==> config.mk <==
export PLATFORM = sky130hd
export DESIGN_NAME = radio_enable_sched
export DESIGN_NICKNAME = d
export VERILOG_FILES = /design/src/rtl/radio_sched_pkg.sv /design/src/rtl/rr_arbiter.sv /design/src/rtl/radio_enable_sched.sv
export SDC_FILE = /design/constraint.sdc
export NUM_CORES = 1
export LEC_CHECK = 0
export ABC_AREA = 1
export BUFFER_PORTS_ARGS = -buffer_cell sky130_fd_sc_hd__buf_2
export CORE_MARGIN = 4
export CORE_UTILIZATION = 48
export DETAILED_ROUTE_END_ITERATION = 16
export PLACE_DENSITY = 0.81
export SETUP_SLACK_MARGIN = 0.4
export SYNTH_ARGS = -nofsm -noshare
export SYNTH_HDL_FRONTEND = slang
export SYNTH_SLANG_ARGS = --single-unit
==> constraint.sdc <==
create_clock -name ck -period 2 [get_ports ck]
set_input_delay 0.1 -clock ck [delete_from_list [all_inputs] [get_ports ck]]
set_output_delay 0.1 -clock ck [all_outputs]
set_load 0.05 [all_outputs]
==> src/rtl/radio_sched_pkg.sv <==
`default_nettype none
// +----------------------------------------------------------------------------+
// | Module      : radio_sched_pkg                                              |
// | Description : Shared types and defaults for the radio enable scheduler.    |
// |               sched_state_t  - scheduler FSM state encoding                |
// |               DEF_*_CYC      - default warm-up / cool-down durations       |
// |               max_int()      - constant helper for width calculations      |
// | Revision    : 1.0 - initial release                                        |
// +----------------------------------------------------------------------------+
package radio_sched_pkg;

  typedef enum logic [1:0] {
    IDLE     = 2'd0,
    WARMUP   = 2'd1,
    ACTIVE   = 2'd2,
    COOLDOWN = 2'd3
  } sched_state_t;

  localparam int DEF_WARMUP_CYC   = 16;
  localparam int DEF_COOLDOWN_CYC = 8;

  function automatic int max_int(input int a, input int b);
    return (a > b) ? a : b;
  endfunction

endpackage
`default_nettype wire

==> src/rtl/rr_arbiter.sv <==
`default_nettype none
// +----------------------------------------------------------------------------+
// | Module      : rr_arbiter                                                   |
// | Description : Combinational round-robin arbiter. The search starts at the  |
// |               index after 'last' and wraps; only asserted requests can win.|
// | Ports       : req     [N-1:0]     in  - request vector                     |
// |               last    [IDX_W-1:0] in  - index of the previous winner       |
// |               gnt     [N-1:0]     out - one-hot grant (zero if no request) |
// |               gnt_idx [IDX_W-1:0] out - binary index of the grant          |
// | Revision    : 1.0 - initial release                                        |
// +----------------------------------------------------------------------------+
module rr_arbiter #(
  parameter  int N     = 4,
  localparam int IDX_W = (N > 1) ? $clog2(N) : 1
) (
  input  logic [N-1:0]     req,
  input  logic [IDX_W-1:0] last,
  output logic [N-1:0]     gnt,
  output logic [IDX_W-1:0] gnt_idx
);

  logic w_hit;

  // Two ordered passes: first the indices above 'last', then the wrap-around
  // part from 0 up to and including 'last'.
  always_comb begin
    gnt     = '0;
    gnt_idx = '0;
    w_hit   = 1'b0;
    for (int i = 0; i < N; i++) begin
      if (!w_hit && req[i] && (i > int'(last))) begin
        gnt[i]  = 1'b1;
        gnt_idx = IDX_W'(i);
        w_hit   = 1'b1;
      end
    end
    for (int i = 0; i < N; i++) begin
      if (!w_hit && req[i] && (i <= int'(last))) begin
        gnt[i]  = 1'b1;
        gnt_idx = IDX_W'(i);
        w_hit   = 1'b1;
      end
    end
  end

endmodule
`default_nettype wire

==> src/rtl/radio_enable_sched.sv <==
`default_nettype none
// +----------------------------------------------------------------------------+
// | Module      : radio_enable_sched                                           |
// | Description : Grants radio active windows to NUM_REQ requesters by         |
// |               round-robin and sequences IDLE -> WARMUP -> ACTIVE ->        |
// |               COOLDOWN. Isolation cuts a window short into COOLDOWN.       |
// | Ports       : ck                    in  - clock, rising edge               |
// |               arst                  in  - async reset, active high         |
// |               isolate_i             in  - power-domain isolation request   |
// |               req_valid_i           in  - per-requester request, held      |
// |               req_len_i             in  - per-requester window length      |
// |               req_ack_o             out - one-cycle grant pulse            |
// |               done_o                out - one-cycle window-end pulse       |
// |               abort_o               out - window ended by isolation        |
// |               owner_o               out - current / last granted index     |
// |               radio_enable_synced_o out - registered radio enable          |
// |               busy_o                out - state is not IDLE                |
// | Revision    : 1.0 - initial release                                        |
// +----------------------------------------------------------------------------+
module radio_enable_sched
  import radio_sched_pkg::*;
#(
  parameter  int NUM_REQ      = 4,
  parameter  int LEN_W        = 8,
  parameter  int WARMUP_CYC   = DEF_WARMUP_CYC,
  parameter  int COOLDOWN_CYC = DEF_COOLDOWN_CYC,
  localparam int IDX_W        = (NUM_REQ > 1) ? $clog2(NUM_REQ) : 1
) (
  input  logic                     ck,
  input  logic                     arst,
  input  logic                     isolate_i,
  input  logic [NUM_REQ-1:0]       req_valid_i,
  input  logic [NUM_REQ*LEN_W-1:0] req_len_i,
  output logic [NUM_REQ-1:0]       req_ack_o,
  output logic                     done_o,
  output logic                     abort_o,
  output logic [IDX_W-1:0]         owner_o,
  output logic                     radio_enable_synced_o,
  output logic                     busy_o
);

  // Counter must hold the largest load value without wrapping.
  localparam int CNT_MAX = max_int(max_int(WARMUP_CYC, COOLDOWN_CYC), 2**LEN_W);
  localparam int CNT_W   = $clog2(CNT_MAX + 1);

  sched_state_t       r_state,    w_state_nxt;
  logic [CNT_W-1:0]   r_cnt,      w_cnt_nxt;
  logic [LEN_W-1:0]   r_len,      w_len_nxt;
  logic [IDX_W-1:0]   r_owner,    w_owner_nxt;
  logic [NUM_REQ-1:0] r_ack,      w_ack_nxt;
  logic               r_done,     w_done_nxt;
  logic               r_abort,    w_abort_nxt;
  logic               r_radio_en;

  logic [NUM_REQ-1:0] w_gnt;
  logic [IDX_W-1:0]   w_gnt_idx;
  logic [LEN_W-1:0]   w_gnt_len;
  logic               w_cnt_last;
  logic               w_end;

  rr_arbiter #(
    .N (NUM_REQ)
  ) u_rr_arbiter (
    .req     (req_valid_i),
    .last    (r_owner),
    .gnt     (w_gnt),
    .gnt_idx (w_gnt_idx)
  );

  always_comb begin
    w_gnt_len = '0;
    for (int i = 0; i < NUM_REQ; i++) begin
      if (w_gnt[i]) w_gnt_len = req_len_i[i*LEN_W +: LEN_W];
    end
  end

  assign w_cnt_last = (r_cnt <= CNT_W'(1));

  always_comb begin
    w_state_nxt = r_state;
    w_len_nxt   = r_len;
    w_owner_nxt = r_owner;
    w_ack_nxt   = '0;
    w_done_nxt  = 1'b0;
    w_abort_nxt = 1'b0;
    w_end       = 1'b0;
    // Count down but park at 1 so the counter can never wrap.
    w_cnt_nxt   = w_cnt_last ? r_cnt : r_cnt - CNT_W'(1);

    case (r_state)
      IDLE: begin
        if (!isolate_i && (|req_valid_i)) begin
          w_ack_nxt   = w_gnt;
          w_owner_nxt = w_gnt_idx;
          w_len_nxt   = w_gnt_len;
          if (WARMUP_CYC > 0) w_state_nxt = WARMUP;
          else                w_state_nxt = ACTIVE;
        end
      end
      WARMUP: begin
        if (isolate_i)       w_end       = 1'b1;
        else if (w_cnt_last) w_state_nxt = ACTIVE;
      end
      ACTIVE: begin
        if (isolate_i || w_cnt_last) w_end = 1'b1;
      end
      COOLDOWN: begin
        if (w_cnt_last) w_state_nxt = IDLE;
      end
      default: w_state_nxt = IDLE;
    endcase

    // Window termination, normal or isolated; a zero cool-down goes straight
    // back to IDLE with the done pulse landing on that IDLE cycle.
    if (w_end) begin
      if (COOLDOWN_CYC > 0) w_state_nxt = COOLDOWN;
      else                  w_state_nxt = IDLE;
      w_done_nxt  = 1'b1;
      w_abort_nxt = isolate_i;
    end

    // Load the duration of the state being entered.
    if (w_state_nxt != r_state) begin
      case (w_state_nxt)
        WARMUP:   w_cnt_nxt = CNT_W'(WARMUP_CYC);
        ACTIVE:   w_cnt_nxt = (w_len_nxt == '0) ? CNT_W'(1) : CNT_W'(w_len_nxt);
        COOLDOWN: w_cnt_nxt = CNT_W'(COOLDOWN_CYC);
        default:  w_cnt_nxt = '0;
      endcase
    end
  end

  always_ff @(posedge ck or posedge arst) begin
    if (arst) begin
      r_state    <= IDLE;
      r_cnt      <= '0;
      r_len      <= '0;
      r_owner    <= IDX_W'(NUM_REQ - 1);
      r_ack      <= '0;
      r_done     <= 1'b0;
      r_abort    <= 1'b0;
      r_radio_en <= 1'b0;
    end else begin
      r_state    <= w_state_nxt;
      r_cnt      <= w_cnt_nxt;
      r_len      <= w_len_nxt;
      r_owner    <= w_owner_nxt;
      r_ack      <= w_ack_nxt;
      r_done     <= w_done_nxt;
      r_abort    <= w_abort_nxt;
      r_radio_en <= (w_state_nxt == ACTIVE);
    end
  end

  assign req_ack_o             = r_ack;
  assign done_o                = r_done;
  assign abort_o               = r_abort;
  assign owner_o               = r_owner;
  assign radio_enable_synced_o = r_radio_en;
  assign busy_o                = (r_state != IDLE);

endmodule
`default_nettype wire

; Word-level counts from Yosys, hierarchy flattened
; Index checks and enable logic that the tools add are counted.
[word_totals]
output_inout_bits = 10
register_bits = 28
[classes]
muxes = 42
n_eq_ne = 8
magnitude_cmp = 7
add_sub_neg = 1
n_reduce_logical = 26
[op_table]
columns = operator, n
row1 = $mux 8, 7
row2 = $pmux 8 s3, 1
row3 = $mux 2, 11
row4 = $mux 9, 2
row5 = $mux 1, 17
row6 = $logic_and 1x1->1, 13
row7 = $le 9x1->1 const B, 1
row8 = $sub 9x1->9 const B, 1
row9 = $eq 2x2->1 const B, 4
row10 = $logic_not 8->1, 1
row11 = $mux 4, 2
row12 = $logic_not 1->1, 7
row13 = $pmux 2 s3, 1
row14 = $eq 2x1->1 const B, 2
row15 = $gt 2x2->1 const A, 2
row16 = $le 2x2->1 const A, 2
row17 = $reduce_or 4->1, 1
row18 = $gt 1x2->1 const A, 1
row19 = $le 1x2->1 const A, 1
row20 = $logic_not 2->1, 1
row21 = $ne 2x1->1 const B, 1
row22 = $ne 2x2->1, 1
row23 = $pmux 1 s2, 1
row24 = $reduce_and 2->1, 1
row25 = 2 further kinds, 2

; Logic depth before layout (Yosys ltp)
[logic_depth]
ltp_word = 33
ltp_mapped = 16
depth_no_buf = 16

; By module
; A second synthesis with hierarchy kept.
[unflattened]
cells_unflattened = 298
hier_area_um2 = 2050.7
[by_module_without_submodules]
columns = mod, area_per_inst_um2, cells_per_inst, instances, seq_area_each_um2
row1 = radio_enable_sched, 1893.1, 266, 1, 703.2
row2 = rr_arbiter, 157.7, 32, 1, 0.0

; Worst setup path before layout
; Ideal clock, no wire load.
[synth_timing]
path_kind = register to register
start = register r_state[1]
end = register r_cnt[1]
path_buffers = 0
path_stages_with_launch = 14
path_slack_ns = -0.122
t_arrival_ns = 2.005
synth_period_minus_slack_ns = 2.122
path_cell_list = dfrtp_1 -> inv_1 -> ha_1 -> inv_1 -> nor2_1 -> nor2_1 -> nand2_1 -> nand3_1 -> nand2_4 -> xor2_4 -> nand3_2 -> clkinv_4 -> nand2_2 -> nand2_1
[synth_via]
elab_chain_len = 7
word_cells_on_any_way = 21
classes_between = 8 x eq/ne / 11 x mux / 2 x reduce/logical
[synth_rtl]
columns = element, line
row1 = "start, declared", radio_enable_sched.sv:46  ; sched_state_t r_state, w_state_nxt;
row2 = "start signal, assigned", radio_enable_sched.sv:144  ; r_state <= w_state_nxt;
row3 = $mux 2, radio_enable_sched.sv:102  ; else if (w_cnt_last) w_state_nxt = ACTIVE;
row4 = $mux 2, radio_enable_sched.sv:101  ; if (isolate_i) w_end = 1'b1;
row5 = $pmux 2 s3, radio_enable_sched.sv:90  ; case (r_state)
row6 = $mux 2 *, radio_enable_sched.sv:115  ; if (w_end) begin
row7 = via w_state_nxt[1], radio_enable_sched.sv:46
row8 = $eq 2x2->1 or $eq 2x1->1 (tied branches), radio_enable_sched.sv:124  ; case (w_state_nxt)
row9 = $pmux 8 s3, radio_enable_sched.sv:124
row10 = $mux 9, radio_enable_sched.sv:123  ; if (w_state_nxt != r_state) begin
row11 = "end signal, assigned", radio_enable_sched.sv:145  ; r_cnt <= w_cnt_nxt;
row12 = "end, declared", radio_enable_sched.sv:47  ; logic [CNT_W-1:0] r_cnt, w_cnt_nxt;
; The timed path passes the listed nets; every way through them passes the cells marked *.
; A chain may end at the register's enable or synchronous reset.

; Worst setup path in the final report
[layout_timing]
start = register r_owner[1] (netlist: owner_o[1])
end = register r_cnt[0]
[layout_via]
elab_chain_len = 33
word_cells_on_any_way = 46
classes_between = 6 x order compare / 21 x mux / 19 x reduce/logical
[layout_rtl]
columns = element, line
row1 = "start, declared", radio_enable_sched.sv:49  ; logic [IDX_W-1:0] r_owner, w_owner_nxt;
row2 = "start signal, assigned", radio_enable_sched.sv:138  ; r_owner <= IDX_W'(NUM_REQ - 1);
row3 = "start signal, assigned", radio_enable_sched.sv:147  ; r_owner <= w_owner_nxt;
row4 = $gt 1x2->1, rr_arbiter.sv:31  ; if (!w_hit && req[i] && (i > int'(last))) begin
row5 = $logic_and 1x1->1, rr_arbiter.sv:31
row6 = $mux 1, rr_arbiter.sv:31
row7 = $logic_not 1->1, rr_arbiter.sv:31
row8 = $logic_and 1x1->1 (2 in series), rr_arbiter.sv:31
row9 = $mux 1, rr_arbiter.sv:31
row10 = $logic_not 1->1, rr_arbiter.sv:31
row11 = $logic_and 1x1->1 (2 in series), rr_arbiter.sv:31
row12 = (+15 left out), --
row13 = $mux 1, rr_arbiter.sv:38  ; if (!w_hit && req[i] && (i <= int'(last))) begin
row14 = $mux 8 *, radio_enable_sched.sv:73  ; if (w_gnt[i]) w_gnt_len = req_len_i[i*LEN_W +: LEN_W];
row15 = $mux 8 *, radio_enable_sched.sv:92  ; if (!isolate_i && (|req_valid_i)) begin
row16 = $mux 8 *, radio_enable_sched.sv:90
row17 = $logic_not 8->1, radio_enable_sched.sv:126  ; ACTIVE: w_cnt_nxt = (w_len_nxt == '0) ? CNT_W'(1) : CNT_W'(w_len_nxt);
row18 = $mux 8 *, radio_enable_sched.sv:126
row19 = $pmux 8 s3 *, radio_enable_sched.sv:124
row20 = $mux 9 *, radio_enable_sched.sv:123
; Mark *: on every way between the ends. The rest lies on a longest branch, timed or not.

==> results.sh <==
export IMPL_syn_inst=268
export IMPL_crit_path_frequent_cell="nand2_1"
export IMPL_drv_slew=0
export IMPL_synth_top_cell_area_share_pct=33.4
export IMPL_synth_area_per_cell_um2=7.27
export IMPL_status="finished, violations left"
export IMPL_drive_above_1_share_pct=48.8
export IMPL_worst_setup_path_start_kind="flip-flop"
export IMPL_fin_area_um2=2920
export IMPL_relSlewSlack_pct=75.3
export IMPL_place_area_um2=2450
export IMPL_power_internal_mw=2.45
export IMPL_die_area_um2=5140
export IMPL_die_y_um=71.7
export IMPL_peakVddDrop_mv=1.06
export IMPL_end_kind="flip-flop"
export IMPL_p_leak_nw=1.56
export IMPL_synth_ff_type="dfrtp_1"
export IMPL_synth_cell_types=35
export IMPL_core_area_um2=3800
export IMPL_grt_max_degree=29
export IMPL_syn_cell_area_um2=1950
export IMPL_synthTopCellsByCount="nand2_1 (77), inv_1 (35), nor2_1 (34)"
export IMPL_critPathMaxStageDelay_ns=0.67
export IMPL_grt_pass1_wl_mm=9.63
export IMPL_wl_per_cell_um=14.9
export IMPL_antenna_found_initial=0
export IMPL_dpl_hpwl_mm=3.76
export IMPL_min_path_type="primary input to flip-flop"
export IMPL_cts_clk_slew_worst_paths_ns=0.10
export IMPL_whs_ns=0.157
export IMPL_fin_ws_ns=-0.192
export IMPL_vias=2120
export IMPL_post_route_period_util_pct=110
export IMPL_layout_nets=408
export IMPL_insertion_delay_ns=0.28
export IMPL_criticalPathCategory="flip-flop to flip-flop"
export IMPL_sequentialPowerShare_pct=19.2
export IMPL_crit_path_cell_trace="inv_2, nand2_4, nand3_4, nor2_4, nand4_1, buf_4, nand2_4, nand3_1, nand2_1, nor2_2, buf_4, nand2_1, nand2_1, a21oi_1"
export IMPL_pin_count=49
export IMPL_p_comb_share_pct=71.2
export IMPL_min_period_ns=2.19
export IMPL_postRouteAntennaNets=0
export IMPL_clockBufferDepth=2
export IMPL_fin_skew_ns=0.00691
export IMPL_critPathArrivalTime_ns=2.41
export IMPL_n_antenna_cell=0
export IMPL_max_freq_mhz=456
export IMPL_cp_max_fo=5
export IMPL_row_count=22
export IMPL_ys_seq_area_share_pct=36.1
export IMPL_die_w_um=71.7
export IMPL_synth_edf_count=0
export IMPL_drtIter0Drc=110
export IMPL_gp_congestion=0.897
export IMPL_violations="setup timing"
export IMPL_rsz0062_at_grt="true"
export IMPL_tightestPinTransition_ns=0.371
export IMPL_routed_wl_mm=6.09
export IMPL_finalHoldViolations=0
export IMPL_rrSetupSlack_ns=-0.19
export IMPL_synth_fp_nets=314
export IMPL_cts_tree="done"
export IMPL_grt_use_total_pct=23.9
export IMPL_synth_most_common_cell="nand2_1"
export IMPL_path_buf_inv=3
export IMPL_ys_seq_elements=28
export IMPL_cp_slowest_cell="dfstp_4"
export IMPL_setup_viol=9
export IMPL_synth_top_cell_by_area="dfrtp_1"
export IMPL_drv_cap=0
export IMPL_grt_ovfl_total=0
export IMPL_firstDrtPassIters=4
export IMPL_vias_per_cell=5.18
export IMPL_critPathTopFamily="simple AND/OR/NAND/NOR gates"
export IMPL_sw_frac_of_total_pct=48.8
export IMPL_io_buffers=48
export IMPL_root_buffer="clkbuf_8"
export IMPL_synthToLayoutAreaGrowth_pct=49.6
export IMPL_switching_power_mw=2.33
export IMPL_postSynth_asyncResetShare_pct=100
export IMPL_initial_core_util_pct=51.3
export IMPL_fill_cells=264
export IMPL_clkPwrFrac_pct=9.6
export IMPL_htree_levels=1
export IMPL_power_density_nw_per_um2=1640
export IMPL_cts_sinks=28
export IMPL_cts_buffers=3
export IMPL_synth_area_leaders="dfrtp_1 (33%), nand2_1 (15%), inv_1 (6.7%)"
export IMPL_post_route_drc_count=0
export IMPL_yosysWarnings=0
export IMPL_grt_pass1_vias=2141
export IMPL_cp_data_required_time_ns=2.22
## timing repair
| action | in CTS | in global routing |
|---|---|---|
| endpoints found under the setup margin | 20 | 24 |
| setup buffers | 21 | 6 |
| pin swaps | 36 | 22 |
| hold buffers | 1 | 0 |
| gates cloned | 1 | 0 |
| hold endpoints to repair | 26 | 0 |
| resized for setup | 36 | 13 |
## layout make-up
type | instances | area (um^2) | area share, %
inverter | 40 | 171 | 5.88
sequential | 28 | 708 | 24.3
clock inverter | 1 | 30.0 | 1.03
multi-input combinational | 199 | 1320 | 45.2
clock buffer | 3 | 41.3 | 1.42
timing repair buffer | 90 | 586 | 20.1
tap | 48 | 60.1 | 2.06
## sequential cells by signal, summed over array words and instances (netlist names)
name / cells
r_cnt: 9
req_ack_o: 4
abort_o: 1
r_state: 2
owner_o: 2
radio_enable_synced_o: 1
done_o: 1
r_len: 8
## kinds of logic (layout without fill, tap and decap cells)
family	after synthesis	count (layout)	share of synthesized area (%)
and+or+nand+nor	148	149	33.8
DFF	28	28	36.1
AOI/OAI and AO/OA	36	36	12.8
xor gates and xnor gates	7	7	4.11
adders and majority gates	7	7	4.50
buffers and inverters	42	134	8.61
## worst register-to-register path, delay by kind of cell (launching register included)
kind                   cells  cell delay (ns)
flip-flops                 1             0.67
AND/OR/NAND/NOR           10             0.93
buffers and inverters      3             0.40
AO/OA/AOI/OAI              1             0.11
## path summary, 6_finish.rpt
path                            cells after the start                      to                   start
worst max-delay path                               14    r_cnt[0]$_DFFE_PP0P_  owner_o[1]$_DFFE_PP1P_
worst min-delay path                                5      r_len[5]$_DFF_PP0_           req_len_i[29]
worst max register to register                     14    r_cnt[0]$_DFFE_PP0P_  owner_o[1]$_DFFE_PP1P_
worst min register to register                      1  owner_o[0]$_DFFE_PP1P_  owner_o[0]$_DFFE_PP1P_
max in group asynchronous                           4  owner_o[0]$_DFFE_PP1P_                    arst
min in group asynchronous                           4    r_cnt[5]$_DFFE_PP0P_                    arst
## cells in the final DEF (no fill, tap or decap), types with 3 or more instances in the layout
cell type / n
nand2_4: 10
inv_2: 8
a21boi_2: 3
nor2_1: 26
dfrtp_1: 25
ha_1: 5
a21oi_1: 5
inv_1: 27
nor2_2: 7
o21ai_2: 3
buf_4: 36
nor2_4: 4
xor2_1: 4
nand4_1: 5
o21ai_1: 5
buf_6: 4
nand2_1: 63
nor3_1: 3
nand3_2: 3
buf_2: 48
a21oi_2: 10
nand2_2: 15
nand3_1: 7
clkbuf_8: 3
nand3_4: 3
## power groups by stage
| stage | clock network, mW | logic, mW | registers, mW |
|---|---|---|---|
| after floorplan | 0 | 1.81 | 1.07 |
| after global placement | 0 | 2.55 | 0.913 |
| after detailed placement | 0 | 2.61 | 0.916 |
| after CTS | 0.458 | 3.12 | 0.917 |
| after global routing | 0.488 | 3.69 | 0.937 |
| final | 0.459 | 3.40 | 0.919 |
## layer usage
metal / track usage, % / routed length (um) / up-vias
met5: 0 / 0 / -
met4: 10.2 / 222 / 0
met3: 5.05 / 288 / 23
met2: 42.1 / 3130 / 67
met1: 27.9 / 2450 / 993
li1: - / - / 1037
## through the flow
stage          power, mW  setup TNS (ns)  setup WS, ns  cells  utilization [%]
4_1_cts             4.50          -0.131       -0.0662    403             74.4
2_1_floorplan       2.87         -0.0172       -0.0172    268                -
3_3_place_gp        3.46               0        0.0191    376             64.4
5_1_grt             5.11           -1.75        -0.283    409             76.7
6_report            4.78          -0.560        -0.192    409             76.7
3_5_place_dp        3.53          -0.133        -0.102    376             64.4
Note: power is estimated with default switching activity, not from simulation.
